<file path="src/rtl/fifo_rd_arb_pkg.sv">
`default_nettype none
// ============================================================================
//  Module      : fifo_rd_arb_pkg
//  Description : Shared definitions for the shared-RAM FIFO read engine:
//                channel count, select/word widths, output-queue geometry,
//                FSM state encoding, stage/queue entry structs and the
//                round-robin index helper.
//  Revision    : 1.0  initial release
// ============================================================================
package fifo_rd_arb_pkg;

    localparam int c_num_ch   = 8;   // channels sharing the FIFO RAM
    localparam int c_sel_w    = 3;   // channel select width
    localparam int c_dat_w    = 36;  // RAM word width
    localparam int c_oq_depth = 4;   // output queue entries
    localparam int c_oq_ptr_w = 2;   // output queue pointer width
    localparam int c_oq_cnt_w = 3;   // output queue occupancy width (0..4)

    typedef enum logic [1:0] {
        ST_IDLE  = 2'd0,
        ST_READ  = 2'd1,
        ST_FLUSH = 2'd2
    } rd_state_e;

    // Capture stage holding the most recent RAM word.
    typedef struct packed {
        logic               v;
        logic [c_dat_w-1:0] dat;
        logic [c_sel_w-1:0] ch;
    } stage_t;

    // Output queue entry.
    typedef struct packed {
        logic [c_dat_w-1:0] dat;
        logic [c_sel_w-1:0] ch;
        logic               last;
    } oq_entry_t;

    // Channel index 'offset' positions above 'base', wrapping modulo 8.
    function automatic logic [c_sel_w-1:0] rr_index(input logic [c_sel_w-1:0] base,
                                                    input int                 offset);
        return base + c_sel_w'(offset);
    endfunction

endpackage
`default_nettype wire

</file>
<file path="src/rtl/fifo_rd_arb_rr.sv">
`default_nettype none
// ============================================================================
//  Module      : fifo_rr_arb
//  Description : 8-way round-robin arbiter. The grant is combinational from
//                the request vector and the registered last-grant pointer;
//                the pointer moves to the granted channel on i_upd.
//  Ports       : clk, rst (async, active high)
//                i_req[7:0]  request vector
//                i_upd       accept current grant and advance pointer
//                o_gnt_vld   some channel is requesting
//                o_gnt_idx   granted channel
//  Revision    : 1.0  initial release
// ============================================================================
module fifo_rr_arb
    import fifo_rd_arb_pkg::*;
(
    input  logic                clk,
    input  logic                rst,
    input  logic [c_num_ch-1:0] i_req,
    input  logic                i_upd,
    output logic                o_gnt_vld,
    output logic [c_sel_w-1:0]  o_gnt_idx
);

    logic [c_sel_w-1:0] r_last_gnt_q;
    logic [c_sel_w-1:0] w_last_gnt_d;
    logic [c_sel_w-1:0] w_idx;

    // Scan from the farthest offset down to the nearest so that the channel
    // closest above the pointer is the one left standing.
    always_comb begin
        o_gnt_vld = 1'b0;
        o_gnt_idx = r_last_gnt_q;
        w_idx     = r_last_gnt_q;
        for (int i = c_num_ch; i >= 1; i--) begin
            w_idx = rr_index(r_last_gnt_q, i);
            if (i_req[w_idx]) begin
                o_gnt_vld = 1'b1;
                o_gnt_idx = w_idx;
            end
        end
    end

    always_comb begin
        w_last_gnt_d = r_last_gnt_q;
        if (i_upd && o_gnt_vld) begin
            w_last_gnt_d = o_gnt_idx;
        end
    end

    // Pointer resets to the top channel so channel 0 wins first.
    always_ff @(posedge clk or posedge rst) begin
        if (rst) begin
            r_last_gnt_q <= c_sel_w'(c_num_ch - 1);
        end else begin
            r_last_gnt_q <= w_last_gnt_d;
        end
    end

endmodule
`default_nettype wire

</file>
<file path="src/rtl/fifo_rd_arb.sv">
`default_nettype none
// ============================================================================
//  Module      : fifo_rd_arb
//  Description : Read-side engine of the 8-channel shared-RAM async FIFO.
//                Round-robin arbitrates over enabled non-empty channels,
//                drains up to BURST_LEN words per grant, captures the RAM's
//                registered data and presents tagged words on a valid/ready
//                stream through a 4-entry first-word-fall-through queue.
//  Ports       : clk, rst (async, active high)
//                b_fifo_empty_i[7:0], b_re_o, b_fifo_sel_o[2:0], b_dat_i[35:0]
//                ch_en_i[7:0]
//                dat_o[35:0], ch_o[2:0], last_o, vld_o, rdy_i, busy_o
//  Revision    : 1.0  initial release
// ============================================================================
module fifo_rd_arb
    import fifo_rd_arb_pkg::*;
#(
    parameter int BURST_LEN = 4
)(
    input  logic                clk,
    input  logic                rst,
    input  logic [c_num_ch-1:0] b_fifo_empty_i,
    output logic                b_re_o,
    output logic [c_sel_w-1:0]  b_fifo_sel_o,
    input  logic [c_dat_w-1:0]  b_dat_i,
    input  logic [c_num_ch-1:0] ch_en_i,
    output logic [c_dat_w-1:0]  dat_o,
    output logic [c_sel_w-1:0]  ch_o,
    output logic                last_o,
    output logic                vld_o,
    input  logic                rdy_i,
    output logic                busy_o
);

    localparam int                c_cnt_w     = $clog2(BURST_LEN + 1);
    localparam logic [c_cnt_w-1:0] c_burst_max = c_cnt_w'(BURST_LEN);

    rd_state_e              r_state_q,    w_state_d;
    logic [c_sel_w-1:0]     r_sel_q,      w_sel_d;
    logic [c_cnt_w-1:0]     r_cnt_q,      w_cnt_d;
    logic                   r_inflight_q, w_inflight_d;
    stage_t                 r_stage_q,    w_stage_d;

    oq_entry_t              r_oq_q [c_oq_depth];
    oq_entry_t              w_oq_d [c_oq_depth];
    logic [c_oq_ptr_w-1:0]  r_oq_wr_q,  w_oq_wr_d;
    logic [c_oq_ptr_w-1:0]  r_oq_rd_q,  w_oq_rd_d;
    logic [c_oq_cnt_w-1:0]  r_oq_cnt_q, w_oq_cnt_d;

    logic                   w_req_vld;
    logic [c_sel_w-1:0]     w_req_idx;
    logic                   w_arb_upd;
    logic                   w_re;
    logic                   w_sel_empty;
    logic                   w_budget_ok;
    logic                   w_push;
    oq_entry_t              w_push_ent;
    logic                   w_pop;

    fifo_rr_arb u_rr_arb (
        .clk       (clk),
        .rst       (rst),
        .i_req     (ch_en_i & ~b_fifo_empty_i),
        .i_upd     (w_arb_upd),
        .o_gnt_vld (w_req_vld),
        .o_gnt_idx (w_req_idx)
    );

    // ------------------------------------------------------------------
    // Control FSM and capture stage
    // ------------------------------------------------------------------
    always_comb begin
        w_state_d   = r_state_q;
        w_sel_d     = r_sel_q;
        w_cnt_d     = r_cnt_q;
        w_stage_d   = r_stage_q;
        w_arb_upd   = 1'b0;
        w_re        = 1'b0;
        w_push      = 1'b0;
        w_push_ent  = '0;
        w_sel_empty = b_fifo_empty_i[r_sel_q];
        // Everything already held (queue plus stage) must leave room for the
        // word about to be read, which lands in the stage and may push the
        // stage's previous word into the queue.
        w_budget_ok = (r_oq_cnt_q + c_oq_cnt_w'(r_stage_q.v)) <= c_oq_cnt_w'(c_oq_depth - 1);

        // RAM data is valid the cycle after a read; retire any older word.
        if (r_inflight_q) begin
            w_stage_d.v   = 1'b1;
            w_stage_d.dat = b_dat_i;
            w_stage_d.ch  = r_sel_q;
            if (r_stage_q.v) begin
                w_push          = 1'b1;
                w_push_ent.dat  = r_stage_q.dat;
                w_push_ent.ch   = r_stage_q.ch;
                w_push_ent.last = 1'b0;
            end
        end

        case (r_state_q)
            ST_IDLE: begin
                if (w_req_vld) begin
                    w_sel_d   = w_req_idx;
                    w_cnt_d   = '0;
                    w_arb_upd = 1'b1;
                    w_state_d = ST_READ;
                end
            end
            ST_READ: begin
                // The empty flag lags a read by one cycle, so decisions are
                // only taken with no read in flight.
                if (!r_inflight_q) begin
                    if (!w_sel_empty && (r_cnt_q < c_burst_max) && w_budget_ok) begin
                        w_re    = 1'b1;
                        w_cnt_d = r_cnt_q + 1'b1;
                    end else if ((r_cnt_q == c_burst_max) || w_sel_empty) begin
                        w_state_d = ST_FLUSH;
                    end
                end
            end
            ST_FLUSH: begin
                // The stage always holds the burst's final word here.
                w_push          = 1'b1;
                w_push_ent.dat  = r_stage_q.dat;
                w_push_ent.ch   = r_stage_q.ch;
                w_push_ent.last = 1'b1;
                w_stage_d       = '0;
                w_state_d       = ST_IDLE;
            end
            default: begin
                w_state_d = ST_IDLE;
            end
        endcase

        w_inflight_d = w_re;
    end

    always_ff @(posedge clk or posedge rst) begin
        if (rst) begin
            r_state_q    <= ST_IDLE;
            r_sel_q      <= '0;
            r_cnt_q      <= '0;
            r_inflight_q <= 1'b0;
            r_stage_q    <= '0;
        end else begin
            r_state_q    <= w_state_d;
            r_sel_q      <= w_sel_d;
            r_cnt_q      <= w_cnt_d;
            r_inflight_q <= w_inflight_d;
            r_stage_q    <= w_stage_d;
        end
    end

    // ------------------------------------------------------------------
    // Output queue (first-word-fall-through)
    // ------------------------------------------------------------------
    assign w_pop = vld_o & rdy_i;

    always_comb begin
        for (int i = 0; i < c_oq_depth; i++) begin
            w_oq_d[i] = r_oq_q[i];
        end
        if (w_push) begin
            w_oq_d[r_oq_wr_q] = w_push_ent;
        end
        w_oq_wr_d  = r_oq_wr_q + c_oq_ptr_w'(w_push);
        w_oq_rd_d  = r_oq_rd_q + c_oq_ptr_w'(w_pop);
        w_oq_cnt_d = r_oq_cnt_q + c_oq_cnt_w'(w_push) - c_oq_cnt_w'(w_pop);
    end

    always_ff @(posedge clk or posedge rst) begin
        if (rst) begin
            for (int i = 0; i < c_oq_depth; i++) begin
                r_oq_q[i] <= '0;
            end
            r_oq_wr_q  <= '0;
            r_oq_rd_q  <= '0;
            r_oq_cnt_q <= '0;
        end else begin
            for (int i = 0; i < c_oq_depth; i++) begin
                r_oq_q[i] <= w_oq_d[i];
            end
            r_oq_wr_q  <= w_oq_wr_d;
            r_oq_rd_q  <= w_oq_rd_d;
            r_oq_cnt_q <= w_oq_cnt_d;
        end
    end

    // ------------------------------------------------------------------
    // Outputs; payload is zeroed whenever nothing is valid.
    // ------------------------------------------------------------------
    assign vld_o        = (r_oq_cnt_q != '0);
    assign dat_o        = vld_o ? r_oq_q[r_oq_rd_q].dat  : '0;
    assign ch_o         = vld_o ? r_oq_q[r_oq_rd_q].ch   : '0;
    assign last_o       = vld_o ? r_oq_q[r_oq_rd_q].last : 1'b0;
    assign b_re_o       = w_re;
    assign b_fifo_sel_o = r_sel_q;
    assign busy_o       = (r_state_q != ST_IDLE);

endmodule
`default_nettype wire
</file>
<file path="config.mk">
export PLATFORM = sky130hd
export DESIGN_NAME = fifo_rd_arb
export DESIGN_NICKNAME = d
export VERILOG_FILES = /design/src/rtl/fifo_rd_arb_pkg.sv /design/src/rtl/fifo_rd_arb_rr.sv /design/src/rtl/fifo_rd_arb.sv
export SDC_FILE = /design/constraint.sdc
export NUM_CORES = 1
export LEC_CHECK = 0
export BUFFER_PORTS_ARGS = -buffer_cell sky130_fd_sc_hd__buf_4
export CAP_MARGIN = 15
export CORE_MARGIN = 2
export CORE_UTILIZATION = 60
export DETAILED_ROUTE_END_ITERATION = 10
export GPL_TIMING_DRIVEN = 0
export MAX_ROUTING_LAYER = met4
export PLACE_DENSITY = 0.8
export SLEW_MARGIN = 30
export SYNTH_ARGS = -nofsm -noshare
export SYNTH_HDL_FRONTEND = slang
export SYNTH_HIERARCHICAL = 1
export SYNTH_SLANG_ARGS = --single-unit
</file>
<file path="constraint.sdc">
create_clock -name clk -period 7.29 [get_ports clk]
set_input_delay 0.729 -clock clk [delete_from_list [all_inputs] [get_ports clk]]
set_output_delay 0.729 -clock clk [all_outputs]
set_load 0.005 [all_outputs]
</file>
==> results.py <==
metrics = {
    "timing": {
        "maxSlewViolCount": 0,
        "max_slew_margin": 0.429,
        "post-route-period-util": 0.451,
        "rsz0062_at_grt": "false",
        "skew_ns": 0.0104,
        "worst_pin_slew_ns": 0.856,
        "timing.fmax_mhz": 304,
        "layout_setup_ws_ns": 4.00,
        "hold_viol": 0,
        "setup_violations": 0,
        "period_minus_slack_ns": 3.29,
        "tns_ns": 0,
    },
    "synth": {
        "synth.distinct_cells": 59,
        "synth_edf_count": 0,
        "synth_nets": 818,
        "synth_flop_cell": "dfrtp_1",
        "yosys_register_bits": 219,
        "ys_seq_area_frac": 0.500,
        "syn_area_per_cell_um2": 14.6,
        "synth_warnings": 6,
        "async_reset_ff_frac": 1.00,
        "synth_cells": 752,
        "netlist_area_um2": 11000,
    },
    "critical_path": {
        "rr_worst_depth": 12,
        "cp.arrival_ns": 3.68,
        "crit_path_max_fanout": 10,
        "crit_slowest_cell": "mux4_2",
        "crit_chain": "buf_6, buf_12, inv_1, ha_1, buf_6, mux4_2, mux2i_1, and2b_1, nor2_1, nand2_1, xnor2_1, mux2_2",
        "start_kind": "flop",
        "cp.required_ns": 7.68,
        "critical_path_class": "reg2reg",
        "r2r_setup_slack_ns": 4.00,
        "critPathMostFrequentCell": "buf_6",
        "slowest_delay_ns": 0.60,
        "regToRegStartpoint": "u_rr_arb/r_last_gnt_q[0]",
        "reg2reg_to": "b_fifo_sel_o[0]",
        "cp-end-kind": "flop",
    },
    "pwr": {
        "internal-power_mw": 3.93,
        "vdd_drop_max_mv": 0.281,
        "p_sw_mw": 2.01,
        "combPwrFrac": 0.456,
        "p_seq_frac": 0.353,
        "p_clk_frac": 0.190,
        "power.total_mw": 5.94,
        "p_sw_frac": 0.338,
        "powerDensity_nw_per_um2": 464,
        "p_leak_nw": 6.10,
    },
    "finish": {
        "antenna_cells": 0,
        "final_common_cell": "dfrtp_1",
        "nets": 946,
        "synthToLayoutAreaGrowth_pct": 16.7,
        "drive_gt1_frac": 0.447,
        "final_cell_mix": "216 x dfrtp_1, 122 x mux2_2, 105 x buf_4",
        "n_fill_cell": 1212,
        "instances_no_fill": 1123,
    },
    "clock_network": {
        "cts_max_level": 1,
        "cts_tree": "built",
        "clkSinkCount": 219,
        "numCtsBuffers": 24,
        "postCtsHoldBufs": 0,
        "clk_latency_ns": 0.51,
        "path_clk_slew_ns": 0.06,
        "cts.path.max_buffers": 3,
        "root_buffer": "clkbuf_16",
        "cts_resized": 0,
        "cts_setup_buffers": 0,
    },
    "die": {
        "ios": 101,
        "rows": 49,
        "die_y_um": 139,
        "core_area_um2": 18000,
        "die_w_um": 139,
        "initial_core_util": 0.610,
        "die_area_um2": 19400,
    },
    "drt": {
        "wire_per_inst_um": 20.7,
        "drt_iter0_drc": 399,
        "vias": 6543,
        "firstDrtPassIters": 4,
        "avgViaCountPerCell": 5.83,
        "final_antenna_net_count": 0,
        "wl_mm": 23.2,
        "drcViolationCount": 0,
    },
    "placed_design": {
        "io_buffers": 100,
        "placedCellCount": 1083,
        "hpwl_mm": 15.8,
        "dp_slack_ns": 4.05,
        "gp_congestion": 0.907,
    },
    "hold_path": {
        "hp-class": "in2async",
    },
    "global_route": {
        "grt_first_pass_wirelength_mm": 38.1,
        "grt_pass1_vias": 7295,
        "grt_usage": 0.252,
        "grt_max_degree": 90,
        "gr-total-overflow": 0,
        "antenna_found_initial": 0,
    },
    "outcome": {
        "outcome": "completed",
    },
    "job": {
        "drv_cap": 0,
    },
}
## per-stage QoR
step | area [µm²] | util | hold WS [ns]
6_report | 12800 | 0.712 | 0.254
3_3_place_gp | 12000 | 0.668 | 0.461
4_1_cts | 12800 | 0.712 | 0.266
2_1_floorplan | 11000 | - | 0.452
5_1_grt | 12800 | 0.712 | 0.279
3_5_place_dp | 12100 | 0.671 | 0.480
## synth_stat cells (2+ instances only)
cell / count / share of area
xnor2_1: 6 / 0.0048
buf_1: 3 / 0.0010
mux2i_1: 48 / 0.044
clkbuf_1: 12 / 0.0041
dfstp_2: 3 / 0.0072
o2bb2ai_1: 4 / 0.0032
mux2_1: 7 / 0.0072
a21oi_2: 2 / 0.0016
nand3_1: 5 / 0.0023
nor3b_4: 2 / 0.0034
nand2b_1: 3 / 0.0017
inv_1: 16 / 0.0055
buf_6: 10 / 0.010
mux4_2: 51 / 0.10
nor2_1: 49 / 0.017
a22oi_1: 3 / 0.0021
nor3_1: 4 / 0.0018
buf_4: 5 / 0.0034
nand2_1: 13 / 0.0045
and2_1: 2 / 0.0011
mux2_4: 40 / 0.055
buf_2: 10 / 0.0046
a22o_1: 2 / 0.0016
nor2b_1: 54 / 0.031
clkbuf_8: 3 / 0.0038
ha_1: 10 / 0.011
mux2_2: 122 / 0.13
a21oi_1: 6 / 0.0027
xor2_1: 4 / 0.0032
a211oi_1: 4 / 0.0027
o21ai_0: 2 / 0.00091
buf_12: 5 / 0.0091
dfrtp_1: 216 / 0.49
## power groups by stage
stage / combinational, mW / sequential [mW] / clock (mW)
after detailed placement: 2.71 / 2.11 / 0
after CTS: 2.73 / 2.09 / 1.15
after floorplan: 2.01 / 1.98 / 0
after global routing: 2.92 / 2.16 / 1.20
after global placement: 2.61 / 2.04 / 0
final: 2.71 / 2.10 / 1.13
## layer usage
layer	global-route usage	up-vias	wire (µm)
met5	-	-	0
met4	0.0649	0	443
met3	0.0252	34	790
met2	0.423	148	11900
met1	0.335	3399	10100
li1	-	2962	-
## worst max path at each step
stage | endpoint | slack, ns | from
3_5_place_dp | b_fifo_sel_o[0] | 4.05 | u_rr_arb/r_last_gnt_q[0]
6_report | b_fifo_sel_o[0] | 4.00 | u_rr_arb/r_last_gnt_q[0]
5_1_grt | b_fifo_sel_o[0] | 3.87 | u_rr_arb/r_last_gnt_q[0]
4_1_cts | ch_o[0] | 4.01 | r_oq_cnt_q[2]
3_3_place_gp | r_oq_q[136] | -1.01 | rst
2_1_floorplan | b_fifo_sel_o[0] | 0.65 | rst
## layout make-up
cell class                 count  area [µm²]  area share
sequential                   219        5480       0.429
multi-input combinational    469        5020       0.392
timing repair buffer         102         806      0.0630
clock buffer                  37         711      0.0556
buffer                        48         398      0.0311
tap                          229         287      0.0224
inverter                      16        67.6     0.00528
clock inverter                 3        22.5     0.00176
## state kept, by name (all words and copies together), names as in the netlist
register,flops
b_fifo_sel_o,3
r_inflight_q,1
r_oq_rd_q,2
r_stage_q,40
u_rr_arb/r_last_gnt_q,3
r_oq_q,160
r_cnt_q,3
r_state_q,2
r_oq_wr_q,2
r_oq_cnt_q,3
## critical path, delay by kind of cell, from the launching register on
family,cells,cell delay [ns]
mux,3,1.18
flops,1,0.55
buf+inv,4,0.53
simple gates,3,0.45
fa+ha+maj,1,0.31
xor+xnor,1,0.13
## cell families after synthesis
logic type / share of synthesized area
adder cells (fa/ha/maj): 0.0132
XOR/XNOR: 0.00799
multiplexers: 0.336
flip-flops: 0.500
AO/OA/AOI/OAI: 0.0299
AND/OR/NAND/NOR: 0.0707
buffers and inverters: 0.0418
Power figures use the tool's default switching activity.
